`src/rtl/pipe_pkg.sv`:
```
// pipe_pkg: shared types and constants for the elastic pipeline stage.
//   skid_state_t : occupancy state of pipe_skid_ff (EMPTY / FULL / SKID)
//   NOP_INSN     : add $0,$0,$0, presented while a stage holds no payload
package pipe_pkg;

    typedef enum logic [1:0] {
        EMPTY = 2'd0,
        FULL  = 2'd1,
        SKID  = 2'd2
    } skid_state_t;

    localparam logic [31:0] NOP_INSN = 32'h0000_0020;

endpackage

```
`src/rtl/ctrl_bus_if.sv`:
```
// ctrl_bus_if: clock and synchronous reset distribution for pipeline stages.
//   clk   : stage clock, all state changes on posedge
//   reset : synchronous, active-high reset
//   modport central : consumer view (both signals are inputs)
interface ctrl_bus_if;
    logic clk;
    logic reset;

    modport central (
        input clk,
        input reset
    );
endinterface

```
`src/rtl/pipe_skid_ff_sat_counter.sv`:
```
// sat_counter: up-counter with synchronous clear that sticks at all-ones.
//   clk   : clock
//   clear : synchronous clear, wins over inc
//   inc   : count up by one this cycle
//   count : current value
module sat_counter #(
    parameter int WIDTH = 32
) (
    input  logic             clk,
    input  logic             clear,
    input  logic             inc,
    output logic [WIDTH-1:0] count
);

    always_ff @(posedge clk) begin
        if (clear) begin
            count <= '0;
        end else if (inc && (count != '1)) begin
            count <= count + 1'b1;
        end
    end

endmodule

```
`src/rtl/pipe_skid_ff.sv`:
```
// pipe_skid_ff: elastic pipeline register with valid/ready handshake and a
// one-entry skid buffer. in_ready is a flop, so upstream stall timing never
// depends combinationally on out_ready. Flush empties the stage and shows NOP.
//
// Optional feature (macro PIPE_SKID_BUBBLE_COUNT_EN): adds bubble_count, a
// saturating count of cycles with out_ready=1 && out_valid=0, cleared by reset.
//
// Ports:
//   ctrl_bus     : clk / synchronous active-high reset (central modport)
//   flush        : synchronous stage flush
//   in_valid     : upstream has a payload
//   in_data      : upstream payload
//   in_ready     : stage accepts a payload this cycle (registered)
//   out_valid    : out_data holds a real payload (registered)
//   out_data     : payload, or NOP_VALUE when empty (registered)
//   out_ready    : downstream consumes a payload this cycle
//   bubble_count : (macro only) downstream-idle cycle counter
//
// state | meaning
// EMPTY | no payload; out_data = NOP, accepting
// FULL  | one payload in main; accepting
// SKID  | main and skid both hold payloads; not accepting
module pipe_skid_ff
    import pipe_pkg::*;
#(
    parameter int          WIDTH     = 32,
    parameter logic [31:0] NOP_VALUE = NOP_INSN
) (
    ctrl_bus_if.central      ctrl_bus,
    input  logic             flush,
    input  logic             in_valid,
    input  logic [WIDTH-1:0] in_data,
    output logic             in_ready,
    output logic             out_valid,
    output logic [WIDTH-1:0] out_data,
    input  logic             out_ready
`ifdef PIPE_SKID_BUBBLE_COUNT_EN
    ,
    output logic [31:0]      bubble_count
`endif
);

    // Zero-extends or truncates the 32-bit NOP encoding to the payload width.
    localparam logic [WIDTH-1:0] NOP_W = WIDTH'(NOP_VALUE);

    skid_state_t      state_q, state_d;
    logic [WIDTH-1:0] main_q, main_d;
    logic [WIDTH-1:0] skid_q, skid_d;
    logic             in_ready_q;
    logic             out_valid_q;

    always_ff @(posedge ctrl_bus.clk) begin
        if (ctrl_bus.reset) begin
            state_q     <= EMPTY;
            main_q      <= NOP_W;
            skid_q      <= NOP_W;
            in_ready_q  <= 1'b1;
            out_valid_q <= 1'b0;
        end else begin
            state_q     <= state_d;
            main_q      <= main_d;
            skid_q      <= skid_d;
            // Handshake flags are decoded from the next state so they are
            // plain flop outputs.
            in_ready_q  <= (state_d != SKID);
            out_valid_q <= (state_d != EMPTY);
        end
    end

    always_comb begin
        state_d = state_q;
        main_d  = main_q;
        skid_d  = skid_q;
        if (flush) begin
            state_d = EMPTY;
            main_d  = NOP_W;
            skid_d  = NOP_W;
        end else begin
            unique case (state_q)
                EMPTY: begin
                    if (in_valid) begin
                        state_d = FULL;
                        main_d  = in_data;
                    end
                end
                FULL: begin
                    if (out_ready) begin
                        if (in_valid) begin
                            main_d = in_data;
                        end else begin
                            state_d = EMPTY;
                            main_d  = NOP_W;
                        end
                    end else if (in_valid) begin
                        state_d = SKID;
                        skid_d  = in_data;
                    end
                end
                SKID: begin
                    // in_ready is low here, so in_valid cannot transfer.
                    if (out_ready) begin
                        state_d = FULL;
                        main_d  = skid_q;
                        skid_d  = NOP_W;
                    end
                end
                default: begin
                    state_d = EMPTY;
                    main_d  = NOP_W;
                    skid_d  = NOP_W;
                end
            endcase
        end
    end

    assign in_ready  = in_ready_q;
    assign out_valid = out_valid_q;
    assign out_data  = main_q;

`ifdef PIPE_SKID_BUBBLE_COUNT_EN
    sat_counter #(
        .WIDTH (32)
    ) u_bubble_cnt (
        .clk   (ctrl_bus.clk),
        .clear (ctrl_bus.reset),
        .inc   (out_ready && !out_valid_q),
        .count (bubble_count)
    );
`endif

endmodule

```
`src/flat_wrapper.sv`:
```
// flat-port wrapper written by rule: the top's interface ports become plain ports
module pipe_skid_ff_flat import pipe_pkg::*;
#(
    parameter int          WIDTH     = 32,
    parameter logic [31:0] NOP_VALUE = NOP_INSN
)
  (flush, in_valid, in_data, in_ready, out_valid, out_data, out_ready, ctrl_bus_clk, ctrl_bus_reset);
  ctrl_bus_if ctrl_bus_i ();
  input  logic flush;
  input  logic in_valid;
  input  logic [WIDTH-1:0] in_data;
  output logic in_ready;
  output logic out_valid;
  output logic [WIDTH-1:0] out_data;
  input  logic out_ready;
  input wire logic [$bits(ctrl_bus_i.clk)-1:0] ctrl_bus_clk;
  input wire logic [$bits(ctrl_bus_i.reset)-1:0] ctrl_bus_reset;
  assign ctrl_bus_i.clk = ctrl_bus_clk;
  assign ctrl_bus_i.reset = ctrl_bus_reset;
  pipe_skid_ff #(.WIDTH(WIDTH), .NOP_VALUE(NOP_VALUE)) u_core (.ctrl_bus(ctrl_bus_i), .flush(flush), .in_valid(in_valid), .in_data(in_data), .in_ready(in_ready), .out_valid(out_valid), .out_data(out_data), .out_ready(out_ready));
endmodule
```
`config.mk`:
```
export PLATFORM = sky130hd
export DESIGN_NAME = pipe_skid_ff_flat
export DESIGN_NICKNAME = d
export VERILOG_FILES = /design/src/rtl/pipe_pkg.sv /design/src/rtl/ctrl_bus_if.sv /design/src/rtl/pipe_skid_ff_sat_counter.sv /design/src/rtl/pipe_skid_ff.sv /design/src/flat_wrapper.sv
export SDC_FILE = /design/constraint.sdc
export NUM_CORES = 1
export LEC_CHECK = 0
export CAP_MARGIN = 0
export CELL_PAD_IN_SITES_DETAIL_PLACEMENT = 1
export CELL_PAD_IN_SITES_GLOBAL_PLACEMENT = 2
export CORE_AREA = 2 2 100 102
export CTS_BUF_LIST = sky130_fd_sc_hd__clkbuf_8
export DETAILED_ROUTE_END_ITERATION = 8
export DIE_AREA = 0 0 102 104
export PLACE_DENSITY_LB_ADDON = 0.08
export SLEW_MARGIN = 20
export SYNTH_ARGS = -nofsm -noshare
export SYNTH_HDL_FRONTEND = slang
export SYNTH_SLANG_ARGS = --single-unit
```
`constraint.sdc`:
```
create_clock -name ctrl_bus_clk -period 1.8 [get_ports ctrl_bus_clk]
set_input_delay 0.36 -clock ctrl_bus_clk [delete_from_list [all_inputs] [get_ports ctrl_bus_clk]]
set_output_delay 0.36 -clock ctrl_bus_clk [all_outputs]
set_load 0.01 [all_outputs]
```
After elaboration in Yosys (flattened, before gate mapping):

Cells that the tools add are included.

* bits in registers: 68
* input port bits: 37
* output and inout port bits: 34
* word-level logic and storage cells: 34

* equal/unequal tests: 8
* muxes and demuxes: 15
* bitwise gates (word level): 1
* reduce and logical (&&, ||, !) cells: 5

Operator list (count)
* two-way mux 32 bit: 6
* one-hot mux 32 bit (3 select lines): 2
* two-way mux 2 bit: 6
* != test 2 bit, second input constant: 6
* one-hot mux 2 bit (3 select lines): 1
* AND reduction 4 bit: 1
* AND reduction 3 bit: 1
* equality test 2 x 1 -> 1 bit, second input constant: 1
* equality test 2 bit, second input constant: 1
* logical NOT 2 bit: 1
* nonzero test 2 bit: 1
* OR reduction 2 bit: 1
* inverter 1 bit: 1

Logic depth before layout (Yosys ltp):

Gate-level depths: netlist of the first run.

* depth after elaboration: 5
* depth in mapped cells: 6
* mapped depth without buffers: 4

Worst setup path after synthesis of the first run:

No wires, ideal clock.

* path kind: register to register
* from: register u_core.state_q[1]
* to: register u_core.main_q[0], in the netlist u_core.out_data[0]
* setup time: 132 ps
* arrival: 1223 ps
* data required time: 1668 ps
* path slack: 445 ps
* stages on the path, launching flop included: 7
* path buffers: 2
* clock period less this slack: 1355 ps
* cells stage by stage: dfxtp_1 buf_6 nand2b_4 a22o_2 and2_4 buf_6 o2bb2ai_2

* word-level cells in the longest chain between the ends: 3
* elaborated cells between the ends (all ways): 8
* classes of those cells: eq/ne: 5; mux: 1; reduce/logical: 2

RTL lines
* from (decl): line pipe_skid_ff.sv:46 `skid_state_t state_q, state_d;`
* from (signal assigned): line pipe_skid_ff.sv:60 `state_q <= state_d;`
* equality test 2 bit (tied with other cells): line pipe_skid_ff.sv:79 `unique case (state_q)`
* != test 2 bit (no line)
* AND reduction 3 bit (no line)
* to (signal assigned): line pipe_skid_ff.sv:61 `main_q <= main_d;`
* to (decl): line pipe_skid_ff.sv:47 `logic [WIDTH-1:0] main_q, main_d;`

Parallel ways exist; a longest one is shown, timed or not.
A chain may end at the register's enable or synchronous reset.

Worst setup path after layout of the first run:

* from: register u_core.main_q[1], in the netlist u_core.out_data[1]
* to: output port out_data[1]

RTL lines
* to (decl): line flat_wrapper.sv:14 `output logic [WIDTH-1:0] out_data;`

No word-level cell between the ends.

==> results of run 1 <==
==> path summary, 6_finish.rpt <==
path	depth (start not counted)	end	start
worst max register to register	4	u_core.out_data[18]	u_core.state_q[0]
worst max-delay path	1	out_data[1]	u_core.out_data[1]
worst min register to register	2	u_core.skid_q[5]	u_core.skid_q[5]
worst min-delay path	2	u_core.skid_q[5]	u_core.skid_q[5]
==> stage by stage <==
step           area, um2  total power [mW]  hold WS (ns)  util [%]
6_report            4260              3.64         0.475      44.7
5_1_grt             4260              3.79         0.488      44.7
4_1_cts             4260              3.70         0.477      44.7
3_5_place_dp        4000              2.02         0.455      41.9
3_3_place_gp        4000              2.02         0.460      41.9
2_1_floorplan       3070              1.81         0.434         -
==> report_power, final <==
| part | switching (mW) | total, mW | internal, mW | leakage, nW |
|---|---|---|---|---|
| Sequential | 0.0239 | 1.56 | 1.53 | 0.551 |
| Combinational | 0.191 | 0.423 | 0.232 | 0.802 |
| Clock | 0.598 | 1.66 | 1.06 | 0.129 |
==> placed cells by master, fill, tap and decap left out, drive strengths merged <==
| cell type | instances |
|---|---|
| mux2i | 32 |
| dfxtp | 68 |
| o21a | 1 |
| a222oi | 1 |
| or2 | 1 |
| a22oi | 30 |
| nor2b | 2 |
| nor2 | 36 |
| o22a | 1 |
| mux2 | 1 |
| a21oi | 3 |
| and2b | 1 |
| and2 | 32 |
| a211oi | 1 |
| o21ai | 1 |
| o22ai | 1 |
| clkbuf | 9 |
| a22o | 1 |
| o21bai | 1 |
| bufinv | 4 |
| nand2b | 3 |
| clkdlybuf4s50 | 70 |
| clkinv | 2 |
| nand2 | 3 |
| xnor2 | 1 |
| buf | 20 |
| o2bb2ai | 30 |
| inv | 2 |
==> worst reg2reg max path: stages (launching register included) <==
cell and delay, ns:
dfxtp_1 0.51, nor2b_4 0.21, a22o_2 0.16, and2_4 0.50, o2bb2ai_2 0.16
==> cell families (layout without fill, tap and decap cells) <==
family / count (synthesis) / after routing / share of synthesized area [%]
multiplexers: 33 / 33 / 10.8
AND/OR/NAND/NOR: 78 / 78 / 13.6
flip-flops: 68 / 68 / 44.3
XOR/XNOR: 1 / 1 / 0.285
buffers and inverters: 26 / 107 / 6.35
AO/OA/AOI/OAI: 71 / 71 / 24.7
==> state kept, by name, indices dropped and copies added, names as in the netlist <==
register,flops
u_core.out_data,32
u_core.skid_q,32
u_core.state_q,2
u_core.in_ready,1
u_core.out_valid,1
==> metal layers <==
layer / vias to the layer above / share of wire [%]
li1: 1145 / -
met3: 11 / 4.4
met2: 54 / 46
met4: 0 / 1.8
met1: 1128 / 48
met5: - / 0
==> area by class of cell <==
class	instances	area (um2)
clock buffers	9	124
clock inverters	6	138
fillers	1076	5290
inverters	2	7.51
multi-input cells	183	1530
flip-flops and latches	68	1360
well taps	133	166
repair buffers	90	938
==> metrics, run 1 <==
register area share after synthesis=44.3%; DR pass1 iterations=4; ratio of final minimum period to clock period=91.5%; Req. time, crit path=about 1.4 ns; R2R Setup Slk=0.19 ns; NumNets Final=391; Setup crit end kind=output pin; Async S/R FF share, synth=0%; startpoint types=register; count of pins over their slew limit=0; fin cells=491; unrepaired setup endpoints after global routing=no; Max VDD drop=approximately 0.38 mV; GRT Resource Usage Total=approximately 16%; slew margin rel.=63.2%; initial core utilization=32.2%; Antenna Cells=0; dominant cells by area after synthesis=dfxtp_1 44%, o2bb2ai_2 15%, mux2i_1 10%; Resize count post-CTS=0; Mapped Cells=277; routed via count=2338; CP max stage delay=~0.56 ns; Yosys warning count=0; run status=finished, final reports clean; antenna violations before repair=0; area grow syn2layout=38.7%; clock slew at reported path FFs=0.07 ns; pwr dens=853 nW/um2; Worst Max-Slew Pin Slew=0.552 ns; GP Congestion=0.684; met2 usage=about a quarter; DP Wirelength=5.01 mm; Core Area=9550 um2; worst path arrival time=1.29 ns; pin count of the biggest net entering global routing=34; met3 Use GR=between 3 and 4%; M1 GR Usage=21.1%; Synth Area per Inst=approximately 11 um2; critical path type=reg -> out; # rows=36; clk root buf=clkbuf_8; global-route wire length before repair=12.8 mm; critical path fanouts, max=2; CTS max path bufs=2; final-report hold violation count=0; Die W=between 100 and 150 um; CP top delay family=buffers and inverters; final wirelength=7.69 mm; fin crit period=1.65 ns; DR iter-0 viols=45; via density per instance=~4.8; die area=roughly 11000 um2; Synth Register Bits=68; syn_nets=314; Post-synth EDFFs=0; Antenna Nets Post-Route=0; Synth cell types=31; cts hold-fix bufs=0; Setup Total Neg Slack=0 ns; Peak Freq=607 MHz; vias in the first global route=2448; Leak=~1.5 nW; top_reg_cell synth=dfxtp_1; IO Pins=71; area leader, netlist=dfxtp_1; most common cell in the netlist=dfxtp_1; Port Buf Inserts=70; Max Cap Viol=0; most crowded layer after global routing=met2; top cells by count, synth=68 x dfxtp_1, 35 x nor2_1, 32 x mux2i_1; crit path max-delay cell type=clkdlybuf4s50_1; total grt overflow=0; critical path, cell by cell=clkdlybuf4s50_1; share of layout cells above drive strength 1=21.2%; setup violators final=0; crit path buf inv count=1; # DRC=0; share of the synthesized area in the top cell type=44.3%; Skew-Pair Late Insertion Delay=~0.34 ns; Clock Skews=0.00943 ns; synthesized area=3070 um2; CTS Buf Count=9; clk sinks=68; placed cells=around 480; CTS tree=done; H-Tree Depth=3; setup bufs post-CTS=0; Worst Slack Setup Final=roughly 0.15 ns; Routed wire per std cell=15.7 um; pre-CTS setup slack=-0.172 ns; Vert. Die Dim=roughly 100 um; Hold Path Class=reg -> reg
Power figures use the tool's default switching activity.
==> run 2, diff against run 1 <==
CORE_AREA = 2 2 102 104   (was 2 2 100 102)
CTS_BUF_LIST = sky130_fd_sc_hd__clkbuf_16   (was sky130_fd_sc_hd__clkbuf_8)
DIE_AREA = 0 0 104 106   (was 0 0 102 104)
==> metrics, run 2 (synthesis results as in run 1) <==
run status=finished, final reports clean; setup bufs post-CTS=0; clk root buf=clkbuf_16; fin crit period=roughly 1.7 ns; # DRC=0; R2R Setup Slk=approximately 0.23 ns; share of layout cells above drive strength 1=20.6%; critical path fanouts, max=30; antenna violations before repair=0; critical path type=in -> reg; Worst Slack Setup Final=about 0.084 ns; HP Start=u_core.out_data[18]; vias in the first global route=2533; Worst Max-Slew Pin Slew=0.569 ns; total grt overflow=0; worst path arrival time=1.92 ns; Antenna Nets Post-Route=0; initial core utilization=30.7%; global-route wire length before repair=13.3 mm; placed cell areas=3970 um2; DP Wirelength=4.89 mm; Leak=1.51 nW; slew margin rel.=62.0%; setup violators final=0; ratio of final minimum period to clock period=95.3%; final wirelength=7.89 mm; NumNets Final=391; pwr dens=921 nW/um2; count of pins over their slew limit=0; fin cells=495; Antenna Cells=0; CTS tree=done; Hold Path Stages=1; clock slew at reported path FFs=0.05 ns; Routed wire per std cell=around 16 um; final-report hold violation count=0; unrepaired setup endpoints after global routing=no; CTS Buf Count=9; pre-CTS setup slack=-0.408 ns; Peak Freq=between 500 and 600 MHz; Vert. Die Dim=106 um; Core Area=10000 um2; Setup crit end kind=register; worst r2r dst=u_core.out_data[19]; placed cells=roughly 480; DR pass1 iterations=4; area grow syn2layout=40.3%; DR iter-0 viols=62; Port Buf Inserts=70; # rows=37; clk sinks=68; die area=11000 um2; Max Cap Viol=0; startpoint types=primary input; Skew-Pair Late Insertion Delay=around 0.33 ns; total power=3.97 mW; Worst Hold Endpoint=u_core.out_data[18]; most frequent cells in the layout=70 x clkdlybuf4s50_1, 68 x dfxtp_1, 34 x nor2_1; most common cell after layout, fill and taps aside=clkdlybuf4s50_1; CTS max path bufs=2; H-Tree Depth=3; IO Pins=71; Die W=104 um; Req. time, crit path=2.00 ns; final instance area=4310 um2; Hold Path Class=reg -> reg; worst r2r path cells=4; GP Congestion=between 0.6 and 0.7; GRT Resource Usage Total=between 10% and 20%; via density per instance=about 4.7; pin count of the biggest net entering global routing=34; Max VDD drop=0.384 mV; routed via count=roughly 2300; Clock Skews=0.00751 ns; r2r startpoint=u_core.state_q[0]
## run 2: power breakdown
group          switching (mW)  internal [mW]
sequential             0.0221           1.54
clock                   0.650           1.34
combinational           0.197          0.231
## run 2: what timing repair did
action	4_1_cts	5_1_grt
setup endpoints to repair	31	0
hold buffers	0	0
gates resized for setup	1	0
## run 2: worst max path at each step
stage | startpoint | endpoint | slack, ns | cells after the start
global route | in_valid | u_core.out_data[30] | 0.02 | 6
floorplan | u_core.state_q[1] | u_core.out_data[0] | 0.44 | 6
CTS | in_valid | u_core.out_data[31] | 0.05 | 6
detailed placement | out_ready | u_core.out_data[29] | -0.41 | 5
finish | in_valid | u_core.out_data[31] | 0.08 | 6
global placement | out_ready | u_core.out_data[3] | -0.40 | 5
## run 2: per-layer routing
metal	vias up	routed length, um	track usage (%)
met5	-	0	0
met1	1128	3980	20.7
met2	48	3560	24.3
met3	4	291	4.23
li1	1144	-	-
met4	0	59	3.76
## run 2: worst max-delay path, cell delays in order
cell and delay (ns):
clkdlybuf4s50_1 0.55, nand2b_4 0.11, buf_4 0.15, a22o_2 0.23
and2_4 0.33, o2bb2ai_2 0.19
## run 2: final cells by class
cell class | count | area, um2
fillers | 1105 | 5690
clock buffers | 9 | 225
multi-input cells | 184 | 1540
repair buffers | 89 | 906
clock inverters | 7 | 106
well taps | 136 | 170
inverters | 2 | 7.51
flip-flops and latches | 68 | 1360
## run 2: through the flow
stage | setup TNS, ns | utilization [%] | hold slack, ns
floorplan | 0 | - | 0.434
global placement | -14.70 | 39.7 | 0.454
detailed placement | -15.23 | 39.7 | 0.455
CTS | 0 | 43.1 | 0.471
global route | 0 | 43.1 | 0.480
finish | 0 | 43.1 | 0.467
==> run 3, diff against run 2 <==
CORE_AREA = 2 2 108 110   (was 2 2 102 104)
DIE_AREA = 0 0 110 112   (was 0 0 104 106)
SYNTH_HIERARCHICAL = 1   (was unset)
==> metrics, run 3 <==
post-layout util=38.5%; synthesized area=3150 um2; Yosys warning count=6; cts hold-fix bufs=0; dominant cells by area after synthesis=dfxtp_1 43%, a21oi_1 10%, nand3_1 9.8%; area leader, netlist=dfxtp_1; H-Tree Depth=3; # DRC=0; critical path fanouts, max=2; sw frac=about a quarter; CP top delay family=buffers and inverters; top_reg_cell synth=dfxtp_1; worst r2r dst=u_core/skid_q[0]; HP Start=u_core/skid_q[27]; fin crit period=1.59 ns; Final Hold Slack=0.452 ns; Max Cap Viol=0; Antenna Nets Post-Route=0; pin count of the biggest net entering global routing=44; IO Pins=a little over 70; CTS max path bufs=2; worst path arrival time=1.23 ns; worst r2r path cells=5; die area=12300 um2; final-report hold violation count=0; GP Congestion=0.695; Req. time, crit path=1.44 ns; pwr dens=845 nW/um2; Leak=1.43 nW; Antenna Cells=0; # rows=39; met2 usage=~29%; R2R Setup Slk=roughly 0.29 ns; count of pins over their slew limit=0; critical path, cell by cell=clkdlybuf4s50_1; DR pass1 iterations=4; register area share after synthesis=43.2%; Worst Slack Setup Final=0.207 ns; most crowded layer after global routing=met2; Skew-Pair Late Insertion Delay=0.34 ns; antenna violations before repair=0; r2r startpoint=u_core/state_q[1]; share of the synthesized area in the top cell type=43.2%; Hold Path Class=reg -> reg; Setup crit end kind=output pin; clk sinks=68; Post-synth EDFFs=0; Sequential Power Share=about 43%; M1 GR Usage=23.3%; most frequent cells in the layout=68 x clkdlybuf4s50_1, 66 x dfxtp_1, 65 x a21oi_1; unrepaired setup endpoints after global routing=no; Worst Max-Slew Pin Slew=0.400 ns; vias in the first global route=roughly 3300; P_int=2.69 mW; setup bufs post-CTS=0; pre-CTS setup slack=0.166 ns; Synth Register Bits=68; Vert. Die Dim=112 um; switching power of the nets=942 uW; Resize count post-CTS=0; Die W=around 110 um; Synth cell types=30; Port Buf Inserts=70; Clock Skews=0.00295 ns; slew margin rel.=73.3%; GRT Resource Usage Total=18.2%; CTS tree=done; most common cell after layout, fill and taps aside=clkdlybuf4s50_1; CTS Buf Count=9; area grow syn2layout=36.2%; Mapped Cells=393; met3 Use GR=5.85%; CP max stage delay=0.56 ns; most common cell in the netlist=dfxtp_1; top cells by count, synth=68 x dfxtp_1, 65 x a21oi_1, 62 x nand3_1; Setup crit end=out_data[9]; Setup Total Neg Slack=0 ns; Crit path depth=1; DP Wirelength=~6.8 mm; crit path buf inv count=1; routed via count=3183; Core Area=11200 um2; setup violators final=0; Worst Setup SP=u_core/out_data[9]; combinational share of power=14.7%; Clk network pwr share=a little over two fifths; global-route wire length before repair=17.3 mm; clk root buf=clkbuf_16; Max VDD drop=0.603 mV; clock slew at reported path FFs=0.05 ns; initial core utilization=28.2%; DR iter-0 viols=163; total grt overflow=0; final wirelength=roughly 10 mm; via density per instance=5.29; critical path type=reg -> out; share of layout cells above drive strength 1=9.80%; startpoint types=register; Peak Freq=628 MHz; Async S/R FF share, synth=0%; Synth Area per Inst=8.03 um2; syn_nets=430; Routed wire per std cell=17.4 um; NumNets Final=491; crit path max-delay cell type=clkdlybuf4s50_1; run status=finished, final reports clean; ratio of final minimum period to clock period=about nine tenths
==> run 3: metal layers <==
layer  vias up  share of wire (%)  routed length (um)
met4         0                1.0                 106
met5         -                  0                   0
li1       1537                  -                   -
met1      1576                 47                4900
met3         7                4.8                 505
met2        63                 47                4970
==> run 3: logic make-up after synthesis <==
| group | Yosys count | synth area share (%) |
|---|---|---|
| muxes | 3 | 1.15 |
| DFF | 68 | 43.2 |
| AOI/OAI and AO/OA | 103 | 21.3 |
| buffers and inverters | 48 | 7.10 |
| and+or+nand+nor | 171 | 27.3 |
==> run 3: final cells by class <==
| cell class | count | area (um2) |
|---|---|---|
| fillers | 1342 | 6880 |
| multi-input cells | 277 | 1590 |
| flip-flops and latches | 68 | 1360 |
| repair buffers | 94 | 896 |
| clock buffers | 9 | 225 |
| well taps | 143 | 179 |
| clock inverters | 7 | 27.5 |
| inverters | 4 | 15.0 |
==> run 3: power groups by stage <==
stage,logic [mW],registers (mW),clock network (mW)
6_report,0.533,1.56,1.54
5_1_grt,0.588,1.57,1.67
4_1_cts,0.541,1.56,1.61
3_5_place_dp,0.538,1.60,0
3_3_place_gp,0.538,1.60,0
2_1_floorplan,0.249,1.61,0
==> run 3: stage by stage <==
| step | std cells | power, mW | instance area, um2 |
|---|---|---|---|
| finish | 602 | 3.63 | 4300 |
| global placement | 586 | 2.13 | 4040 |
| global route | 602 | 3.83 | 4300 |
| detailed placement | 586 | 2.13 | 4040 |
| CTS | 602 | 3.72 | 4300 |
| floorplan | 393 | 1.86 | 3150 |
==> run 3: worst min-delay path by stage <==
stage / end / slack (ns) / cells past startpoint
after floorplan: u_core/skid_q[0] / 0.43 / 2
final: u_core/skid_q[27] / 0.45 / 2
after global placement: u_core/skid_q[22] / 0.44 / 2
after global routing: u_core/skid_q[27] / 0.47 / 2
after detailed placement: u_core/skid_q[2] / 0.45 / 2
after CTS: u_core/skid_q[27] / 0.45 / 2
